$ cat config.mk
export PLATFORM = sky130hd
export DESIGN_NAME = ov7670_cfg_sequencer
export DESIGN_NICKNAME = d
export VERILOG_FILES = /design/src/rtl/ov7670_pkg.sv /design/src/rtl/ov7670_cfg_sequencer.sv
export SDC_FILE = /design/constraint.sdc
export NUM_CORES = 1
export LEC_CHECK = 0
export CAP_MARGIN = 10
export CORE_MARGIN = 4
export CORE_UTILIZATION = 45
export CTS_CLUSTER_SIZE = 12
export DETAILED_ROUTE_END_ITERATION = 10
export PLACE_DENSITY = 0.66
export SLEW_MARGIN = 20
export SYNTH_ARGS = -nofsm -noshare
export SYNTH_HDL_FRONTEND = slang
export SYNTH_SLANG_ARGS = --single-unit
$ cat constraint.sdc
create_clock -name i_clk -period 3.95 [get_ports i_clk]
set_input_delay 0.5925 -clock i_clk [delete_from_list [all_inputs] [get_ports i_clk]]
set_output_delay 0.5925 -clock i_clk [all_outputs]
set_load 0.05 [all_outputs]
$ cat src/rtl/ov7670_pkg.sv
// Shared definitions for the OV7670 boot-time configuration path: FSM encoding,
// ROM marker words, default timing and the sensor's SCCB write ID.
package ov7670_pkg;

  typedef enum logic [3:0] {
    StIdle,
    StPwrup,
    StSettle,
    StFetch,
    StDecode,
    StReq,
    StWait,
    StDelay,
    StDone,
    StError
  } cfg_state_e;

  localparam logic [15:0] CFG_END        = 16'hFFFF;
  localparam logic [7:0]  CFG_DELAY_HI   = 8'hFE;
  localparam logic [7:0]  OV7670_SCCB_ID = 8'h42;

  localparam int unsigned DEF_RST_CYCLES    = 25000;
  localparam int unsigned DEF_SETTLE_CYCLES = 250000;
  localparam int unsigned DEF_DELAY_UNIT    = 25000;
  localparam int unsigned DEF_NUM_REGS      = 128;
  localparam int unsigned DEF_ROM_AW        = 7;
  localparam int unsigned DEF_MAX_RETRIES   = 3;

  // Width of the shared down-counter: enough to hold the longest wait.
  function automatic int unsigned cnt_width(int unsigned a, int unsigned b, int unsigned c);
    int unsigned m;
    m = (a > b) ? a : b;
    m = (m > c) ? m : c;
    return $clog2(m + 1);
  endfunction

endpackage

$ cat src/rtl/ov7670_cfg_sequencer.sv
// OV7670 boot sequencer: PWDN/RESET pin sequence, settle wait, then walks the
// register ROM issuing SCCB writes. Optional NACK retry under CFG_NACK_RETRY_EN.
module ov7670_cfg_sequencer
  import ov7670_pkg::*;
#(
  parameter int unsigned RST_CYCLES    = DEF_RST_CYCLES,
  parameter int unsigned SETTLE_CYCLES = DEF_SETTLE_CYCLES,
  parameter int unsigned DELAY_UNIT    = DEF_DELAY_UNIT,
  parameter int unsigned NUM_REGS      = DEF_NUM_REGS,
  parameter int unsigned ROM_AW        = DEF_ROM_AW,
  parameter int unsigned MAX_RETRIES   = DEF_MAX_RETRIES
) (
  input  logic              i_clk,
  input  logic              i_rst,
  input  logic              i_start,
  output logic              o_busy,
  output logic              o_done,
  output logic              o_err,
  output logic [ROM_AW-1:0] o_err_idx,
  output logic              o_cam_pwdn,
  output logic              o_cam_rst_n,
  output logic [ROM_AW-1:0] o_rom_addr,
  input  logic [15:0]       i_rom_data,
  output logic              o_wr_valid,
  input  logic              i_wr_ready,
  output logic [7:0]        o_wr_addr,
  output logic [7:0]        o_wr_data,
  input  logic              i_wr_done,
  input  logic              i_wr_nack
);

  localparam int unsigned CW = cnt_width(RST_CYCLES, SETTLE_CYCLES, 255 * DELAY_UNIT);
  localparam logic [CW-1:0]     RstLoad    = CW'(RST_CYCLES - 1);
  localparam logic [CW-1:0]     SettleLoad = CW'(SETTLE_CYCLES - 1);
  localparam logic [ROM_AW-1:0] LastIdx    = ROM_AW'(NUM_REGS - 1);

  cfg_state_e        state_q;
  logic [CW-1:0]     cnt_q;
  logic              busy_q, done_q, err_q, pwdn_q, cam_rst_n_q, wr_valid_q;
  logic [ROM_AW-1:0] err_idx_q, rom_addr_q;
  logic [7:0]        wr_addr_q, wr_data_q;
  logic              adv;

`ifdef CFG_NACK_RETRY_EN
  localparam int unsigned RW = (MAX_RETRIES > 1) ? $clog2(MAX_RETRIES) : 1;
  logic [RW-1:0] retry_q;
`endif

  // Entry finished: zero-length delay, expired delay, or acknowledged write.
  always_comb begin
    adv = 1'b0;
    unique case (state_q)
      StDecode: adv = (i_rom_data[15:8] == CFG_DELAY_HI) && (i_rom_data[7:0] == 8'h00);
      StDelay:  adv = (cnt_q == '0);
      StWait:   adv = i_wr_done && !i_wr_nack;
      default:  adv = 1'b0;
    endcase
  end

  always_ff @(posedge i_clk or posedge i_rst) begin
    if (i_rst) begin
      state_q     <= StIdle;
      cnt_q       <= '0;
      busy_q      <= 1'b0;
      done_q      <= 1'b0;
      err_q       <= 1'b0;
      err_idx_q   <= '0;
      pwdn_q      <= 1'b1;
      cam_rst_n_q <= 1'b0;
      rom_addr_q  <= '0;
      wr_valid_q  <= 1'b0;
      wr_addr_q   <= '0;
      wr_data_q   <= '0;
`ifdef CFG_NACK_RETRY_EN
      retry_q     <= '0;
`endif
    end else begin
      unique case (state_q)
        StIdle, StDone, StError: begin
          if (i_start) begin
            state_q     <= StPwrup;
            cnt_q       <= RstLoad;
            busy_q      <= 1'b1;
            done_q      <= 1'b0;
            err_q       <= 1'b0;
            pwdn_q      <= 1'b0;
            cam_rst_n_q <= 1'b0;
`ifdef CFG_NACK_RETRY_EN
            retry_q     <= '0;
`endif
          end
        end
        StPwrup: begin
          if (cnt_q == '0) begin
            cam_rst_n_q <= 1'b1;
            cnt_q       <= SettleLoad;
            state_q     <= StSettle;
          end else begin
            cnt_q <= cnt_q - 1'b1;
          end
        end
        StSettle: begin
          if (cnt_q == '0) begin
            rom_addr_q <= '0;
            state_q    <= StFetch;
          end else begin
            cnt_q <= cnt_q - 1'b1;
          end
        end
        StFetch: state_q <= StDecode;
        StDecode: begin
          if (i_rom_data == CFG_END) begin
            state_q <= StDone;
            busy_q  <= 1'b0;
            done_q  <= 1'b1;
          end else if (i_rom_data[15:8] == CFG_DELAY_HI) begin
            if (i_rom_data[7:0] != 8'h00) begin
              cnt_q   <= CW'(32'(i_rom_data[7:0]) * DELAY_UNIT - 1);
              state_q <= StDelay;
            end
          end else begin
            wr_addr_q  <= i_rom_data[15:8];
            wr_data_q  <= i_rom_data[7:0];
            wr_valid_q <= 1'b1;
            state_q    <= StReq;
          end
        end
        StReq: begin
          if (i_wr_ready) begin
            wr_valid_q <= 1'b0;
            state_q    <= StWait;
          end
        end
        StWait: begin
          if (i_wr_done && i_wr_nack) begin
`ifdef CFG_NACK_RETRY_EN
            if (32'(retry_q) >= MAX_RETRIES - 1) begin
              state_q   <= StError;
              err_q     <= 1'b1;
              busy_q    <= 1'b0;
              err_idx_q <= rom_addr_q;
            end else begin
              retry_q    <= retry_q + 1'b1;
              wr_valid_q <= 1'b1;
              state_q    <= StReq;
            end
`else
            state_q   <= StError;
            err_q     <= 1'b1;
            busy_q    <= 1'b0;
            err_idx_q <= rom_addr_q;
`endif
          end
        end
        StDelay: begin
          if (cnt_q != '0) begin
            cnt_q <= cnt_q - 1'b1;
          end
        end
        default: state_q <= StIdle;
      endcase

      if (adv) begin
`ifdef CFG_NACK_RETRY_EN
        retry_q <= '0;
`endif
        if (rom_addr_q == LastIdx) begin
          state_q <= StDone;
          busy_q  <= 1'b0;
          done_q  <= 1'b1;
        end else begin
          rom_addr_q <= rom_addr_q + 1'b1;
          state_q    <= StFetch;
        end
      end
    end
  end

  assign o_busy      = busy_q;
  assign o_done      = done_q;
  assign o_err       = err_q;
  assign o_err_idx   = err_idx_q;
  assign o_cam_pwdn  = pwdn_q;
  assign o_cam_rst_n = cam_rst_n_q;
  assign o_rom_addr  = rom_addr_q;
  assign o_wr_valid  = wr_valid_q;
  assign o_wr_addr   = wr_addr_q;
  assign o_wr_data   = wr_data_q;

endmodule

* Word level (Yosys, flattened, before mapping)
Cells that the tools add are included.
** Word-level totals
- Flip-flop bits (word level) :: 63
- Bits in latches :: 0
- Memory bits (writable) :: 0
- Bits in read-only memories :: 0
- Memories :: 0
** Operators by class
- $add $sub $neg :: 3
- Multipliers :: 1
- Div/mod/pow operators :: 0
- $lt $le $gt $ge :: 0
- Equal/unequal tests :: 29
- Shift operators :: 0
- Multiplexer cells :: 44
- Bitwise operators :: 2
- Reduce and logical (&&, ||, !) cells :: 22
** Operators with widths (count)
- 2-to-1 mux 23 bit :: 7
- case mux 23 bit (5 select lines) :: 1
- subtractor 23 x 1 -> 23 bit, second input constant :: 2
- 2-to-1 mux 4 bit :: 10
- case mux 4 bit (8 select lines) :: 1
- 2-to-1 mux 7 bit :: 4
- zero test 23 bit :: 1
- nonzero test 23 bit :: 1
- inequality test 2 bit, second input constant :: 11
- multiplier 8 x 12 -> 20 bit, second input constant :: 1
- == test 16 bit, second input constant :: 1
- == test 4 x 3 -> 1 bit, second input constant :: 4
- 2-to-1 mux 1 bit :: 15
- inequality test 3 bit, second input constant :: 5
- AND reduction 7 bit :: 2
- AND reduction 3 bit :: 3
- == test 4 x 2 -> 1 bit, second input constant :: 2
- == test 4 bit, second input constant :: 2
- == test 8 bit, second input constant :: 1
- zero test 8 bit :: 1
- case mux 1 bit (2 select lines) :: 4
- nonzero test 8 bit :: 1
- adder 7 x 1 -> 7 bit, second input constant :: 1
- == test 7 bit, second input constant :: 1
- 12 further kinds :: 19

* Longest topological paths before layout
- Depth in word-level cells :: 6
- Depth in mapped cells :: 17
- Mapped depth without buffers :: 16

* Worst setup path before layout
Ideal clock, no wire load.
- Kind :: in2reg
- From :: input i_rom_data[2]
- To :: register cnt_q[21]
- Setup time :: 0.137 ns
- Arrival :: 4.244 ns
- Required time :: 3.813 ns
- Slack :: -0.431 ns
- Stages :: 15
- Buffers on the path :: 0
- Cells stage by stage :: ha_1 ha_1 inv_1 fa_1 inv_1 fa_1 ha_1 a211oi_4 nor2_1 o221a_2 xnor2_2 nand3_1 nor4_1 xor2_1 o211ai_1
** Between the ends
- Cells in the longest elaborated chain, start to end :: 6
- Elaborated cells on any way between the ends :: 11
- Classes of those cells :: add/sub: 1; mul: 1; eq/ne: 3; mux: 4; reduce/logical: 2
** Ends and longest elaborated chain
- start, declared :: RTL line ov7670_cfg_sequencer.sv:23 : input logic [15:0] i_rom_data,
- multiplier 8 x 12 -> 20 bit :: RTL line ov7670_cfg_sequencer.sv:118 : cnt_q <= CW'(32'(i_rom_data[7:0]) * DELAY_UNIT - 1);
- subtractor 23 x 1 -> 23 bit :: RTL line ov7670_cfg_sequencer.sv:118
- 2-to-1 mux 23 bit :: RTL line ov7670_cfg_sequencer.sv:117 : if (i_rom_data[7:0] != 8'h00) begin
- 2-to-1 mux 23 bit :: RTL line ov7670_cfg_sequencer.sv:116 : end else if (i_rom_data[15:8] == CFG_DELAY_HI) begin
- 2-to-1 mux 23 bit :: RTL line ov7670_cfg_sequencer.sv:112 : if (i_rom_data == CFG_END) begin
- case mux 23 bit (5 select lines) :: RTL line ov7670_cfg_sequencer.sv:78 : unique case (state_q)
- end signal, assigned :: RTL line ov7670_cfg_sequencer.sv:82 : cnt_q <= RstLoad;
- end signal, assigned :: RTL line ov7670_cfg_sequencer.sv:107 : cnt_q <= cnt_q - 1'b1;
- end signal, assigned :: RTL line ov7670_cfg_sequencer.sv:118
- end, declared :: RTL line ov7670_cfg_sequencer.sv:38 : logic [CW-1:0] cnt_q;
Several ways; a longest one is shown, not always the timed one. The select of a mux whose other input is x is not followed.
A chain may end at the register's enable or synchronous reset.

* Worst setup path after layout
- From :: input i_rom_data[4]
- To :: register cnt_q[21]
The elaborated chain is that of the path after synthesis.

==> flow_summary.toml <==
[outcome]
outcome = "finished with violations"
violations = "negative setup slack"

[final_layout]
ff_latch_area_um2 = 1578
fill_cells = 899
final_cells = 943
post-route-util = 0.6709
layout_common_cells = "buf_4, dfrtp_1, clkdlybuf4s50_1"
area.growth.synth_to_final_pct = 44.97
layout-drive-gt1-share = 0.3497
antenna_cells = 0
multiInputGateArea_um2 = 4353
final_common_cell = "buf_4"
final_nets = 864

[synth]
postSynthCellCount = 608
syn_avg_cell_area_um2 = 9.180
syn_nets = 702
yosysUniqueCellTypes = 95
synth_edf_count = 0
ys_ff_latch = 63
ys_async_sr_fraction = 1.000
synth_area_leader_cell = "dfrtp_1"
yosys_warnings = 0
synth_area_leaders = "dfrtp_1, ha_1, mux2_2"
yosysSeqAreaShare = 0.2827
synth_ff_type = "dfrtp_1"
synth_top_area_frac = 0.2780
netlist_area_um2 = 5582

[critical_path]
timing.critical_path.buf_inv = 4
worst_setup_path_end_kind = "register"
path_cells = "buf_8 > ha_4 > ha_4 > inv_2 > fa_1 > inv_1 > fa_1 > ha_4 > a211oi_4 > buf_6 > nor2_2 > o221a_4 > xnor2_4 > nand3_4 > nor4_4 > xor2_1 > o211ai_1"
r2r_cells = 8
crit_required_ps = 4150
timing.rr.start = "cnt_q[6]$_DFFE_PP0P_"
critPathLaunchType = "input port"
r2r-end = "o_rom_addr[5]$_DFF_PP0_"
ff2ff_setup_slack_ps = 610
slowest_stage = "fa_1"
critical_path_class = "input port to register"
critPathTopFamily = "adder cells"
cp_slowest_stage_delay_ps = 530
cp_common_cell = "ha_4"
arrival_ps = 4330
crit_path_max_fanout = 6

[sta]
holdWs_ps = 477.8
maxSlewHeadroom = 0.4634
hold_viol = 0
slew_violations = 0
worst_slack_ps = -174.9
worst_slew_pin_slew_ps = 800.6
fmax_mhz = 242.4
setup_viol = 7
rsz0062_at_grt = "yes"
finalCriticalPeriod_ps = 4125
finalCritPeriodShare = 1.044
finClkSkew_ps = 6.177

[route]
routedWlPerCell_um = 16.73
wirelength_um = 15770
drc = 0
drtIter0Drc = 351
ant_nets = 0
dr.pass1.iters = 4
viasPerCell = 5.573
dr_total_vias = 5255

[grt]
grt_first_pass_wirelength_um = 25450
antenna_found_initial = 0
grt_pass1_vias = 5259
grt_usage = 0.2162
grt_max_degree = 41
overflow = 0

[hold_path]
worstHoldPathCells = 2
min_to = "o_cam_rst_n$_DFFE_PP0P_"
hp-class = "register to register"
hp-start = "o_cam_rst_n$_DFFE_PP0P_"

[clocking]
htreeDepth = 3
cts_made_buffers = 9
clkSinkCount = 63
clkLatencyLatePin_ps = 340
root_buffer = "clkbuf_16"
tritoncts = "yes"
cts_buffer_depth = 2
clk_pin_slew_ps = 50

[placed_design]
dp.cells = 903
gp_congestion = 0.8639
hpwl_um = 11530
numPortBuffers = 57

[floorplanning]
pin_count = 58
initial_core_util = 0.4628
die_w_um = 119.4
rows = 40
die_height_um = 119.4
die_area_um2 = 14250
core-area_um2 = 12060

[flow_run]
maxCapViolCount = 0

[power_and_ir_drop]
p_leak_nw = 3.490
power-per-cell-area_nw_per_um2 = 766.2
peakVddDrop_mv = 0.4971
==> how the worst max path moves through the flow <==
stage                        from  slack (ps)               endpoint  depth (start not counted)
floorplan           i_rom_data[4]        -260  cnt_q[21]$_DFFE_PP0P_                         15
CTS                 i_rom_data[2]        -160  cnt_q[22]$_DFFE_PP0P_                         17
detailed placement  i_rom_data[4]       -1050  cnt_q[21]$_DFFE_PP0P_                         16
global route        i_rom_data[4]        -300  cnt_q[22]$_DFFE_PP0P_                         17
finish              i_rom_data[4]        -170  cnt_q[21]$_DFFE_PP0P_                         17
global placement    i_rom_data[7]        -940  cnt_q[21]$_DFFE_PP0P_                         17
==> routing by layer <==
| layer | vias to the layer above | wire (um) | global-route usage |
|---|---|---|---|
| met4 | 0 | 419 | 0.07946 |
| met5 | - | 0 | 0 |
| met2 | 99 | 7998 | 0.3631 |
| met3 | 25 | 495 | 0.04274 |
| li1 | 2581 | - | - |
| met1 | 2550 | 6859 | 0.2760 |
==> synth_stat cells, drive strengths merged, types with 8 or more instances <==
cell type,n
nor2,53
or3,10
nand2,29
clkbuf,9
inv,37
ha,60
nand3,21
mux2,23
o21ai,52
buf,13
nor3,25
fa,12
o211ai,11
dfrtp,62
xnor2,13
a31oi,8
a21oi,38
==> per-stage QoR <==
stage	setup slack [ps]	setup TNS (ps)	power [mW]	cell area [um2]
global placement	-937.3	-9515	4.620	7097
floorplan	-256.4	-711.0	3.680	5757
global route	-296.0	-2011	6.607	8092
detailed placement	-1052	-10610	4.709	7097
finish	-174.9	-906.0	6.200	8092
CTS	-163.7	-644.3	5.838	7776
==> logic make-up after synthesis <==
logic type	after synthesis	share of synthesized area
simple gates	193	0.1928
compound gates	177	0.2177
fa+ha+maj	72	0.1775
flops	63	0.2827
buf+inv	59	0.04842
mux	24	0.04820
xor+xnor	20	0.03273
==> area by class of cell <==
type	instances	share of cell area
Sequential cell	63	0.1950
Inverter	37	0.01747
Timing Repair Buffer	173	0.1828
Multi-Input combinational cell	486	0.5380
Clock buffer	10	0.02953
Clock inverter	6	0.01129
Tap cell	168	0.02598
==> where the power goes <==
group	internal (mW)	switching (mW)	total (mW)
registers	0.900	0.250	1.15
clock network	0.573	0.303	0.876
logic	1.84	2.33	4.17
total	3.31	2.88	6.20
==> worst reg2reg max path: stages, from the launching register on <==
cell      delay [ps]
dfrtp_1          430
or4_4            580
nor3_4           210
and4_1           500
a22oi_2          160
o21ai_2          430
nand2_1          400
o311ai_2         370
o41ai_2          130
==> flip-flops by register name, summed over array words and instances (netlist names), 4 cells and up <==
name	flops
o_rom_addr	7
o_wr_data	8
o_wr_addr	8
state_q	4
o_err_idx	7
cnt_q	23
==> repair_timing <==
action	4_1_cts	5_1_grt
setup buffers	14	11
setup endpoints to repair	12	10
gates resized for setup	77	47
pin swaps	40	51
hold buffers	0	0
(Power assumes the default switching activity.)
